===== config.mk =====
export PLATFORM = sky130hd
export DESIGN_NAME = div_arbiter
export DESIGN_NICKNAME = d
export VERILOG_FILES = /design/src/rtl/div_arbiter.sv
export SDC_FILE = /design/constraint.sdc
export NUM_CORES = 1
export LEC_CHECK = 0
export ABC_AREA = 1
export CAP_MARGIN = 15
export CELL_PAD_IN_SITES_DETAIL_PLACEMENT = 1
export CELL_PAD_IN_SITES_GLOBAL_PLACEMENT = 2
export CORE_UTILIZATION = 39
export DETAILED_ROUTE_END_ITERATION = 12
export MAX_ROUTING_LAYER = met4
export PLACE_DENSITY_LB_ADDON = 0.12
export SETUP_SLACK_MARGIN = 0.5
export SYNTH_ARGS = -nofsm -noshare
export SYNTH_HDL_FRONTEND = slang
export SYNTH_SLANG_ARGS = --single-unit

===== constraint.sdc =====
create_clock -name clock -period 4.85 [get_ports clock]
set_input_delay 0.7275 -clock clock [delete_from_list [all_inputs] [get_ports clock]]
set_output_delay 0.7275 -clock clock [all_outputs]
set_load 0.005 [all_outputs]

===== src/rtl/div_arbiter.sv =====
// Round-robin front end for one shared, non-stallable pipelined divider; results return DIV_LATENCY edges after accept.
// Requesters see one combinational grant per cycle; responses are single-cycle strobes with no backpressure.
module div_arbiter #(
  parameter int  NUM_REQ       = 4,
  parameter int  DIVISOR_BITS  = 8,
  parameter int  DIVIDEND_BITS = 16,
  parameter int  DIV_LATENCY   = 17,
  localparam int REM_BITS      = DIVISOR_BITS + DIVIDEND_BITS - 1
) (
  input  logic                               clock,
  input  logic                               reset_n,
  input  logic                               hold,
  input  logic [NUM_REQ-1:0]                 req_valid,
  output logic [NUM_REQ-1:0]                 req_ready,
  input  logic [NUM_REQ*DIVISOR_BITS-1:0]    req_divisor,
  input  logic [NUM_REQ*DIVIDEND_BITS-1:0]   req_dividend,
  output logic [DIVISOR_BITS-1:0]            div_divisor,
  output logic [DIVIDEND_BITS-1:0]           div_dividend,
  input  logic [DIVIDEND_BITS-1:0]           div_quotient,
  input  logic [REM_BITS-1:0]                div_remainder,
  output logic [NUM_REQ-1:0]                 rsp_valid,
  output logic [DIVIDEND_BITS-1:0]           rsp_quotient,
  output logic [REM_BITS-1:0]                rsp_remainder,
  output logic                               rsp_dbz,
  output logic                               busy
);

  localparam int IDX_W = (NUM_REQ > 1) ? $clog2(NUM_REQ) : 1;

  typedef struct packed {
    logic                     vld;
    logic [IDX_W-1:0]         idx;
    logic                     dbz;
    logic [DIVIDEND_BITS-1:0] dividend;
  } tag_t;

  logic [IDX_W-1:0]         ptr_q;
  logic [IDX_W-1:0]         grant_idx;
  logic [IDX_W:0]           cand;
  logic                     found;
  logic                     grant;
  logic [DIVISOR_BITS-1:0]  sel_divisor;
  logic [DIVIDEND_BITS-1:0] sel_dividend;
  tag_t                     new_tag;
  tag_t                     tag_out;
  tag_t                     tag_q [DIV_LATENCY];
  logic [NUM_REQ-1:0]       rsp_onehot;

  // Search starts one past the last-granted index and wraps.
  always_comb begin
    found     = 1'b0;
    grant_idx = '0;
    cand      = '0;
    for (int k = 1; k <= NUM_REQ; k++) begin
      cand = {1'b0, ptr_q} + (IDX_W+1)'(k);
      if (cand >= (IDX_W+1)'(NUM_REQ)) begin
        cand = cand - (IDX_W+1)'(NUM_REQ);
      end
      if (!found && req_valid[cand[IDX_W-1:0]]) begin
        found     = 1'b1;
        grant_idx = cand[IDX_W-1:0];
      end
    end
  end

  assign grant = found && !hold;

  always_comb begin
    req_ready    = '0;
    sel_divisor  = '0;
    sel_dividend = '0;
    for (int i = 0; i < NUM_REQ; i++) begin
      if (grant && (grant_idx == IDX_W'(i))) begin
        req_ready[i] = 1'b1;
        sel_divisor  = req_divisor[i*DIVISOR_BITS +: DIVISOR_BITS];
        sel_dividend = req_dividend[i*DIVIDEND_BITS +: DIVIDEND_BITS];
      end
    end
  end

  always_comb begin
    new_tag          = '0;
    new_tag.vld      = grant;
    new_tag.idx      = grant_idx;
    new_tag.dbz      = (sel_divisor == '0);
    new_tag.dividend = sel_dividend;
  end

  assign tag_out = tag_q[DIV_LATENCY-1];

  always_comb begin
    rsp_onehot = '0;
    rsp_onehot[tag_out.idx] = tag_out.vld;
  end

  always_comb begin
    busy = 1'b0;
    for (int i = 0; i < DIV_LATENCY; i++) begin
      busy = busy | tag_q[i].vld;
    end
  end

  always_ff @(posedge clock or negedge reset_n) begin
    if (!reset_n) begin
      ptr_q        <= IDX_W'(NUM_REQ - 1);
      div_divisor  <= '0;
      div_dividend <= '0;
    end else if (grant) begin
      ptr_q        <= grant_idx;
      div_divisor  <= sel_divisor;
      div_dividend <= sel_dividend;
    end
  end

  // Tag pipe mirrors the divider depth so each result meets its owner.
  always_ff @(posedge clock or negedge reset_n) begin
    if (!reset_n) begin
      for (int i = 0; i < DIV_LATENCY; i++) begin
        tag_q[i] <= '0;
      end
    end else begin
      tag_q[0] <= new_tag;
      for (int i = 1; i < DIV_LATENCY; i++) begin
        tag_q[i] <= tag_q[i-1];
      end
    end
  end

  always_ff @(posedge clock or negedge reset_n) begin
    if (!reset_n) begin
      rsp_valid     <= '0;
      rsp_quotient  <= '0;
      rsp_remainder <= '0;
      rsp_dbz       <= 1'b0;
    end else begin
      rsp_valid <= rsp_onehot;
      if (tag_out.vld) begin
        rsp_dbz <= tag_out.dbz;
        if (tag_out.dbz) begin
          rsp_quotient  <= '1;
          rsp_remainder <= REM_BITS'(tag_out.dividend);
        end else begin
          rsp_quotient  <= div_quotient;
          rsp_remainder <= div_remainder;
        end
      end
    end
  end

endmodule


# Word level (Yosys, flattened, before mapping)

Index checks and enable logic that the tools add are counted.

Add/subtract/negate cells: 8
Multipliers: 0
Div/mod/pow operators: 0
Magnitude comparators: 10
Equal/unequal tests: 3
Shift-type cells: 0
Muxes and demuxes: 36
Bitwise logic cells: 17
Reductions and logical operators: 15

Operator list:

| kind                                                                   | count |
|---|---|
| 16-bit two-way mux                                                     | 5 |
| 8-bit two-way mux                                                      | 4 |
| 23-bit two-way mux                                                     | 1 |
| 2-bit two-way mux                                                      | 8 |
| 1-bit bitwise OR                                                       | 16 |
| 2-bit by 3-bit < comparator with 1-bit output (second input constant)  | 5 |
| 1-bit two-way mux                                                      | 13 |
| 3-bit >= comparator (second input constant)                            | 4 |
| 1-bit logical AND                                                      | 9 |
| 1-bit binary-select mux with 2-bit select                              | 4 |
| 8-bit zero test                                                        | 1 |
| 2-bit by 1-bit subtractor with 2-bit output (second input constant)    | 4 |
| 2-bit by 2-bit adder with 3-bit output (second input constant)         | 2 |
| 4-bit AND                                                              | 1 |
| 2-bit equality test (second input constant)                            | 2 |
| 1-bit zero test                                                        | 4 |
| 2-bit by 1-bit adder with 3-bit output (second input constant)         | 1 |
| 2-bit by 3-bit adder with 3-bit output (second input constant)         | 1 |
| 1-bit demux with 2-bit select                                          | 1 |
| 2-bit by 1-bit equality test with 1-bit output (second input constant) | 1 |
| 2-bit by 1-bit >= comparator with 1-bit output (second input constant) | 1 |
| 2-bit zero test                                                        | 1 |

Flip-flop bits (word level): 410
Bits in latches: 0
RAM bits: 0
Memory bits (read-only): 0
Input port bits: 142
Output and inout port bits: 73
Word-level logic and storage cells: 164
Memories: 0

# Logic depth before layout (Yosys ltp)

Gate-level depths: netlist (run 1).

Depth in word-level cells: 22
Gate-level depth with buffers: 20
Mapped depth without buffers: 18

# Least setup slack after synthesis (run 1)

Ideal clock, no wire load.

Path type: input-to-output
Start point: input port req_valid[3]
End point: output port req_ready[3]
Arrival: 1.923 ns
Required time: 4.123 ns
Setup slack: 2.200 ns
Stages: 13
Buffers on the path: 2
Cell sequence: inv_1 -> nand2_1 -> nand2_1 -> nand2_1 -> nand2_1 -> nand4_1 -> nand2_1 -> inv_1 -> nand2_2 -> nand2_1 -> nor2_4 -> buf_6 -> buf_6

Longest elaborated chain between the ends: 15
Elaborated cells between the ends (all ways): 26
Classes of those cells: eq/ne (1); mux (17); reduce/logical (8)

Ends and longest elaborated chain:

| what                                      | RTL line | source |
|---|---|---|
| start, declared                           | 13       | `input logic [NUM_REQ-1:0] req_valid,` |
| 1-bit binary-select mux with 2-bit select | 59       | `if (!found && req_valid[cand[IDX_W-1:0]]) begin` |
| 1-bit two-way mux (not written as such)   | 59       |  |
| 1-bit two-way mux                         | 59       |  |
| 1-bit zero test                           | 59       |  |
| 1-bit logical AND                         | 59       |  |
| 1-bit two-way mux                         | 59       |  |
| 1-bit zero test                           | 59       |  |
| 1-bit logical AND                         | 59       |  |
| 1-bit two-way mux                         | 59       |  |
| 1-bit zero test                           | 59       |  |
| 1-bit logical AND                         | 59       |  |
| 2-bit two-way mux *                       | 59       |  |
| named net grant_idx[1]                    | 38       | `logic [IDX_W-1:0] grant_idx;` |
| 2-bit equality test *                     | 73       | `if (grant && (grant_idx == IDX_W'(i))) begin` |
| 1-bit logical AND *                       | 73       |  |
| 1-bit two-way mux *                       | 73       |  |
| end, declared                             | 14       | `output logic [NUM_REQ-1:0] req_ready,` |

Mark *: on every way through the listed nets, which the timed path passes. The rest lies on a longest branch. The select of a mux whose other input is x is not followed.

# Final worst setup path (run 1)

Start point: register ptr_q[0]
End point: output port req_ready[1]

Longest elaborated chain between the ends: 18
Elaborated cells between the ends (all ways): 42
Classes of those cells: add/sub (8); order compare (4); eq/ne (1); mux (21); reduce/logical (8)

Ends and longest elaborated chain:

| what                                                                                | RTL line | source |
|---|---|---|
| start, declared                                                                     | 37       | `logic [IDX_W-1:0] ptr_q;` |
| start signal, assigned                                                              | 105      | `ptr_q <= IDX_W'(NUM_REQ - 1);` |
| start signal, assigned                                                              | 109      | `ptr_q <= grant_idx;` |
| 2-bit by 1-bit adder with 3-bit output                                              | 55       | `cand = {1'b0, ptr_q} + (IDX_W+1)'(k);` |
| 3-bit >= comparator or 2-bit by 1-bit subtractor with 2-bit output (tied branches)  | 56, 57   |  |
| 2-bit two-way mux                                                                   | 56       | `if (cand >= (IDX_W+1)'(NUM_REQ)) begin` |
| 1-bit binary-select mux with 2-bit select                                           | 59       |  |
| 1-bit two-way mux (not written as such)                                             | 59       |  |
| 1-bit two-way mux                                                                   | 59       |  |
| 1-bit zero test                                                                     | 59       |  |
| 1-bit logical AND                                                                   | 59       |  |
| [... 2 more ...]                                                                    | --       |  |
| 1-bit logical AND                                                                   | 59       |  |
| 1-bit two-way mux                                                                   | 59       |  |
| 1-bit zero test                                                                     | 59       |  |
| 1-bit logical AND                                                                   | 59       |  |
| 2-bit two-way mux or 1-bit two-way mux (tied branches)                              | 59       |  |
| 2-bit by 1-bit equality test with 1-bit output or 1-bit logical AND (tied branches) | 73, 66   |  |
| 1-bit logical AND *                                                                 | 73       |  |
| 1-bit two-way mux *                                                                 | 73       |  |

Mark *: on every way between the ends. The rest lies on a longest branch, timed or not. The select of a mux whose other input is x is not followed.

==> flow_summary_export.csv, run 1 <==
group,metric,value,unit
logic_synthesis,synth.most_common_cell,"dfrtp_1",
logic_synthesis,synth_nets,993,
clock_tree,cts_buffers,41,
power,swShare,28.01,%
detailed_routing,wirelength,22960,µm
timing,max_slew_margin,46.73,%
cells_and_area,area_growth,31.15,%
worst_setup_path,worst_ep_arrival_time,3190,ps
logic_synthesis,ys_top_cells_by_area,"dfrtp_1 82%, nand2_1 6.8%, nand3_1 2.6%",
power,internal_power,7.447,mW
logic_synthesis,yosysWarnings,0,
clock_tree,clk_latency,520,ps
worst_setup_path,rr_worst_depth,17,
flow_run,maxCapViolCount,0,
timing,slew_violations,0,
worst_setup_path,start_kind,"flop",
power,p_sw,2.898,mW
timing,finalCritPeriodShare,80.78,%
worst_setup_path,worst_r2r_endpoint,"tag_q[336]",
cells_and_area,fin_cells,1513,
global_route,gr-total-overflow,0,
logic_synthesis,synth-seq-cells,410,
timing,skew,14.55,ps
detailed_routing,drc,0,
clock_tree,postCtsResizedCells,0,
logic_synthesis,ys_async_sr_fraction,100.0,%
clock_tree,cts_tree,"done",
global_route,grt_pass1_vias,7641,
detailed_routing,drtPass1Iterations,4,
logic_synthesis,synthCells,851,
timing,setup-tns-final,0,ps
logic_synthesis,yosysTopAreaCell,"dfrtp_1",
detailed_routing,drtIter0Drc,169,
timing,hold_viol,0,
timing,clock.fmax,0.2552,GHz
timing,finalSetupViolCount,0,
power,p_clk_share,28.7,%
timing,tightest_slew,799.0,ps
global_route,antenna_found_initial,0,
power,power_density,636.4,mW/mm²
logic_synthesis,seq_area_frac_synth,82.80,%
logic_synthesis,syn_area,0.01239,mm²
outcome,status,"finished, final reports clean",
worst_setup_path,path_class,"flop to primary output",
floorplan,ios,215,
cells_and_area,diodes,0,
placement,dp_hpwl,14730,µm
power,p_total,10.35,mW
detailed_routing,vias,6816,
power,p_comb_share,21.9,%
logic_synthesis,synth_edf_count,0,
logic_synthesis,synth_top_area_share,82.37,%
global_route,grt_usage,15.55,%
worst_setup_path,cp-end-kind,"primary output",
floorplan,std_cell_rows,64,
placement,gp_congestion,0.7602,
floorplan,die_h,180.3,µm
floorplan,die_area,0.03250,mm²
detailed_routing,route.detailed.wl_per_inst,15.18,µm
logic_synthesis,synth_ff_type,"dfrtp_1",
global_route,grt_pass1_wl,39470,µm
clock_tree,cts_root_buf,"clkbuf_16",
timing,rsz0062_at_grt,"no",
worst_setup_path,regToRegSetupSlack,1860,ps
logic_synthesis,synthTopCellsByCount,"408 x dfrtp_1, 226 x nand2_1, 65 x nand3_1",
detailed_routing,viasPerCell,4.505,
clock_tree,hold_buffers,0,
clock_tree,postCtsSetupRepairBufs,0,
clock_tree,clock_sink_count,410,
clock_tree,cts_htree_levels,2,
worst_hold_path,hp-class,"input pin to asynchronous set/reset pin",
power,p_seq_share,49.4,%
cells_and_area,nets,1237,
power,p_leak,7.915,nW
power,vdd_ir_drop_max,0.0002390,V
placement,dp.cells,1448,
global_route,grt_max_degree,107,
floorplan,placeableCoreArea,0.03091,mm²
clock_tree,path_clk_slew,60,ps
floorplan,fp.dieW,180.3,µm
worst_setup_path,cp.required,4120,ps
worst_setup_path,r2r_start,"ptr_q[0]",
timing,fin_crit,3918,ps
cells_and_area,drive_gt1_share,9.669,%
floorplan,start_util,40.10,%
logic_synthesis,syn_avg_cell_area,14.56,µm²
placement,io_buffers,214,
detailed_routing,ant_nets,0,
logic_synthesis,synth_cell_types,31,
worst_setup_path,crit_fanout,17,
clock_tree,clockBufferDepth,3,
[final cells by class]
type	instances	area [µm²]
Clock inverter	14	162.7
Fill cell	3094	14650
Clock buffer	51	1105
Timing Repair Buffer	225	2255
Tap cell	396	495.5
Inverter	33	128.9
Multi-Input combinational cell	384	1847
Sequential cell	410	10260
[per-layer routing]
layer | track usage [%] | routed length (µm) | share of wire [%]
met2 | 23.19 | 10390 | 45
met3 | 4.406 | 1657 | 7.2
met1 | 21.05 | 10560 | 46
met5 | - | 0 | 0
met4 | 4.034 | 357 | 1.6
[state kept, by name, indices dropped and copies added, names as in the netlist]
register       cells
div_dividend      16
div_divisor        8
ptr_q              2
rsp_dbz            1
rsp_quotient      16
rsp_remainder     23
rsp_valid          4
tag_out           20
tag_q            320
[through the flow]
step                      utilization, %  hold slack, ps  worst slack [ps]  cell area [µm²]
after floorplan                        -           331.2              2200            12390
final                              52.59           270.3             932.0            16260
after CTS                          52.59           298.0             828.6            16260
after global placement             48.49           331.3             984.0            14990
after detailed placement           48.49           335.6             947.7            14990
after global routing               52.59           325.4             649.7            16260
[how the worst max path moves through the flow]
stage	startpoint	endpoint	slack (ps)
floorplan	req_valid[3]	req_ready[3]	2200
global placement	req_valid[3]	req_ready[1]	980
detailed placement	req_valid[1]	req_ready[1]	950
CTS	ptr_q[0]	req_ready[3]	830
global route	ptr_q[0]	req_ready[1]	650
finish	ptr_q[0]	req_ready[1]	930
[logic make-up after synthesis]
family | count (synthesis) | synth area share, %
AO/OA/AOI/OAI | 42 | 2.665
buffers and inverters | 57 | 2.301
flip-flops | 410 | 82.80
AND/OR/NAND/NOR | 342 | 12.24
[power groups by stage]
stage	logic, mW	clock network, mW	registers, mW
detailed placement	2.32	0	5.18
CTS	2.33	3.09	5.16
floorplan	1.31	0	5.03
global route	2.56	3.22	5.27
finish	2.26	2.97	5.11
global placement	2.30	0	5.08
[worst max-delay path, cell delays in order, from the launching register on]
cell             delay [ps]
dfstp_2                 650
inv_4                   120
nand2_1                  80
nand2_1                 110
nand2_2                 100
nand2_2                  80
inv_2                    60
nand2_1                  60
nor2_1                  110
nand2_2                  90
nand2_1                 280
nand3_2                 140
inv_2                   240
clkdlybuf4s50_1         560
[placed cells by master (no fill, tap or decap), types with 3 or more instances in the layout]
| cell | instances |
|---|---|
| dfrtp_1 | 408 |
| nand2_1 | 226 |
| clkdlybuf4s50_1 | 213 |
| nand3_1 | 65 |
| clkbuf_16 | 42 |
| inv_1 | 27 |
| o22a_1 | 16 |
| nor2_1 | 11 |
| nand2_2 | 10 |
| nand4_1 | 10 |
| a21oi_1 | 9 |
| a21oi_2 | 9 |
| buf_4 | 9 |
| clkinv_2 | 8 |
| a22o_1 | 7 |
| clkbuf_1 | 7 |
| nor3_1 | 6 |
| inv_2 | 4 |
| nor2_4 | 4 |
| bufinv_16 | 3 |
(Power assumes the default switching activity.)
==> run 2: changes to the inputs <==
--- a/config.mk
+++ b/config.mk
@@ -9,7 +9,7 @@
 export CAP_MARGIN = 15
 export CELL_PAD_IN_SITES_DETAIL_PLACEMENT = 1
 export CELL_PAD_IN_SITES_GLOBAL_PLACEMENT = 2
-export CORE_UTILIZATION = 39
+export CORE_UTILIZATION = 33
 export DETAILED_ROUTE_END_ITERATION = 12
 export MAX_ROUTING_LAYER = met4
 export PLACE_DENSITY_LB_ADDON = 0.12
==> constraint.sdc (replaced) <==
create_clock -name clock -period 3.4 [get_ports clock]
set_input_delay 0.51 -clock clock [delete_from_list [all_inputs] [get_ports clock]]
set_output_delay 0.51 -clock clock [all_outputs]
set_load 0.005 [all_outputs]
==> flow_summary_export.csv, run 2 (synthesis gave the netlist of run 1 again) <==
group,metric,value,unit
power,vdd_ir_drop_max,0.0003528,V
power,p_leak,8.119,nW
clock_tree,cts_buffers,41,
worst_setup_path,start_kind,"flop",
cells_and_area,area_growth,35.12,%
cells_and_area,diodes,0,
floorplan,ios,215,
worst_setup_path,cp-end-kind,"primary output",
power,power_density,913.6,mW/mm²
floorplan,die_h,195.8,µm
timing,finalCritPeriodShare,84.62,%
worst_setup_path,crit_start,"ptr_q[0]",
detailed_routing,vias,6890,
global_route,grt_usage,13.11,%
floorplan,start_util,33.69,%
placement,gp_congestion,0.7630,
timing,clock.fmax,0.3476,GHz
detailed_routing,drc,0,
clock_tree,clk_latency,520,ps
timing,rsz0062_at_grt,"yes",
clock_tree,clockBufferDepth,3,
outcome,violations,"hold timing",
timing,max_slew_margin,49.29,%
detailed_routing,ant_nets,0,
power,p_seq_share,47.2,%
timing,skew,10.97,ps
detailed_routing,drtIter0Drc,258,
cells_and_area,fill_cells,3771,
power,p_comb_share,25.0,%
worst_setup_path,path_class,"flop to primary output",
cells_and_area,final_cell_mix,"408 x dfrtp_1, 211 x nand2_1, 209 x clkdlybuf4s50_1",
global_route,grt_max_degree,88,
cells_and_area,postLayoutCellArea,0.01675,mm²
timing,tightest_slew,757.8,ps
timing,hold_ws,-6.417,ps
placement,io_buffers,214,
cells_and_area,regMostFlops,"tag_q",
timing,slew_violations,0,
outcome,status,"finished, violations left",
worst_setup_path,worst_r2r_endpoint,"tag_q[336]",
placement,dp_hpwl,15100,µm
cells_and_area,nets,1262,
worst_setup_path,crit_fanout,6,
clock_tree,hold_buffers,0,
worst_setup_path,r2r_start,"ptr_q[0]",
placement,place_area,0.01517,mm²
global_route,grt_pass1_wl,38980,µm
worst_hold_path,hp-class,"input pin to asynchronous set/reset pin",
worst_setup_path,regToRegSetupSlack,780,ps
worst_setup_path,worst_ep_arrival_time,2370,ps
detailed_routing,wirelength,23250,µm
clock_tree,path_clk_slew,60,ps
cells_and_area,largest_reg_flops,320,
global_route,grt_pass1_vias,7521,
power,internal_power,10.90,mW
detailed_routing,viasPerCell,4.258,
cells_and_area,drive_gt1_share,14.35,%
clock_tree,cts_root_buf,"clkbuf_16",
power,swShare,28.74,%
global_route,antenna_found_initial,0,
timing,finalSetupViolCount,0,
clock_tree,cts_htree_levels,2,
global_route,gr-total-overflow,0,
floorplan,std_cell_rows,70,
timing,setup-tns-final,0,ps
detailed_routing,drtPass1Iterations,4,
power,p_clk_share,27.8,%
worst_setup_path,cp.required,2890,ps
floorplan,placeableCoreArea,0.03679,mm²
worst_setup_path,rr_worst_depth,20,
flow_run,maxCapViolCount,0,
power,p_sw,4.398,mW
detailed_routing,route.detailed.wl_per_inst,14.37,µm
timing,hold_viol,1,
cells_and_area,mostFrequentLayoutCell,"dfrtp_1",
timing,fin_crit,2877,ps
floorplan,die_area,0.03834,mm²
clock_tree,clock_sink_count,410,
clock_tree,cts_tree,"done",
floorplan,fp.dieW,195.8,µm
run 2: cell count changes in the layout (fill, tap and decap cells not counted), moves of 4 or more:
cell,delta
clkbuf_8,+5
nand2_1,-15
buf_4,+16
nand2_4,+10
buf_6,+7
nand2_2,+5
clkdlybuf4s50_1,-4
run 2: final cells by class:
cell class	instances	area, µm²	share of cell area (%)
Sequential cell	410	10260	61.28
Clock inverter	15	132.6	0.7919
Timing Repair Buffer	250	2499	14.92
Multi-Input combinational cell	384	1969	11.76
Inverter	33	138.9	0.8293
Clock buffer	58	1160	6.926
Tap cell	468	585.6	3.496
run 2: power by group through the flow:
stage,clock [mW],combinational [mW],sequential (mW)
final,4.25,3.83,7.22
after global routing,4.63,4.30,7.44
after global placement,0,3.41,7.24
after detailed placement,0,3.44,7.34
after floorplan,0,1.86,7.17
after CTS,4.45,3.81,7.26
run 2: worst max-delay path: stages (launching register included):
cell and delay (ps):
dfstp_2 610, inv_6 60, buf_6 130, nand2_2 50, nand2_2 60, nand2_2 90, nand2_4 70, inv_4 60
nand2_4 60, nor2_4 100, nand2_4 70, nand2_4 80, inv_2 50, nor2_4 190, buf_2 150
run 2: worst max-delay path by stage:
stage               slack [ps]  cells after the start           end
floorplan                  980                     14  req_ready[2]
global placement           140                     14  req_ready[3]
detailed placement         110                     14  req_ready[3]
CTS                        410                     14  req_ready[3]
global route               380                     14  req_ready[3]
finish                     520                     14  req_ready[3]
run 2: repair_timing:
action	CTS	global route
setup endpoints to repair	4	5
pin swaps	19	12
gates resized for setup	51	14
buffers inserted	16	0
run 2: layer usage:
| layer | track usage [%] | vias to the layer above | wire (µm) |
|---|---|---|---|
| met5 | - | - | 0 |
| met4 | 3.704 | 0 | 329 |
| met3 | 4.109 | 34 | 1839 |
| met2 | 19.16 | 241 | 10160 |
| met1 | 17.61 | 3358 | 10920 |
| li1 | - | 3257 | - |
run 2: metrics by stage:
step	setup WS, ps	utilization (%)	power [mW]	hold WS [ps]	instances
3_5_place_dp	112.6	41.24	10.78	335.5	1529
5_1_grt	375.6	45.53	16.36	30.69	1618
6_report	522.9	45.53	15.30	-6.417	1618
2_1_floorplan	984.4	-	9.034	214.4	851
4_1_cts	408.2	45.35	15.52	0.9071	1618
3_3_place_gp	143.7	41.24	10.65	331.1	1529
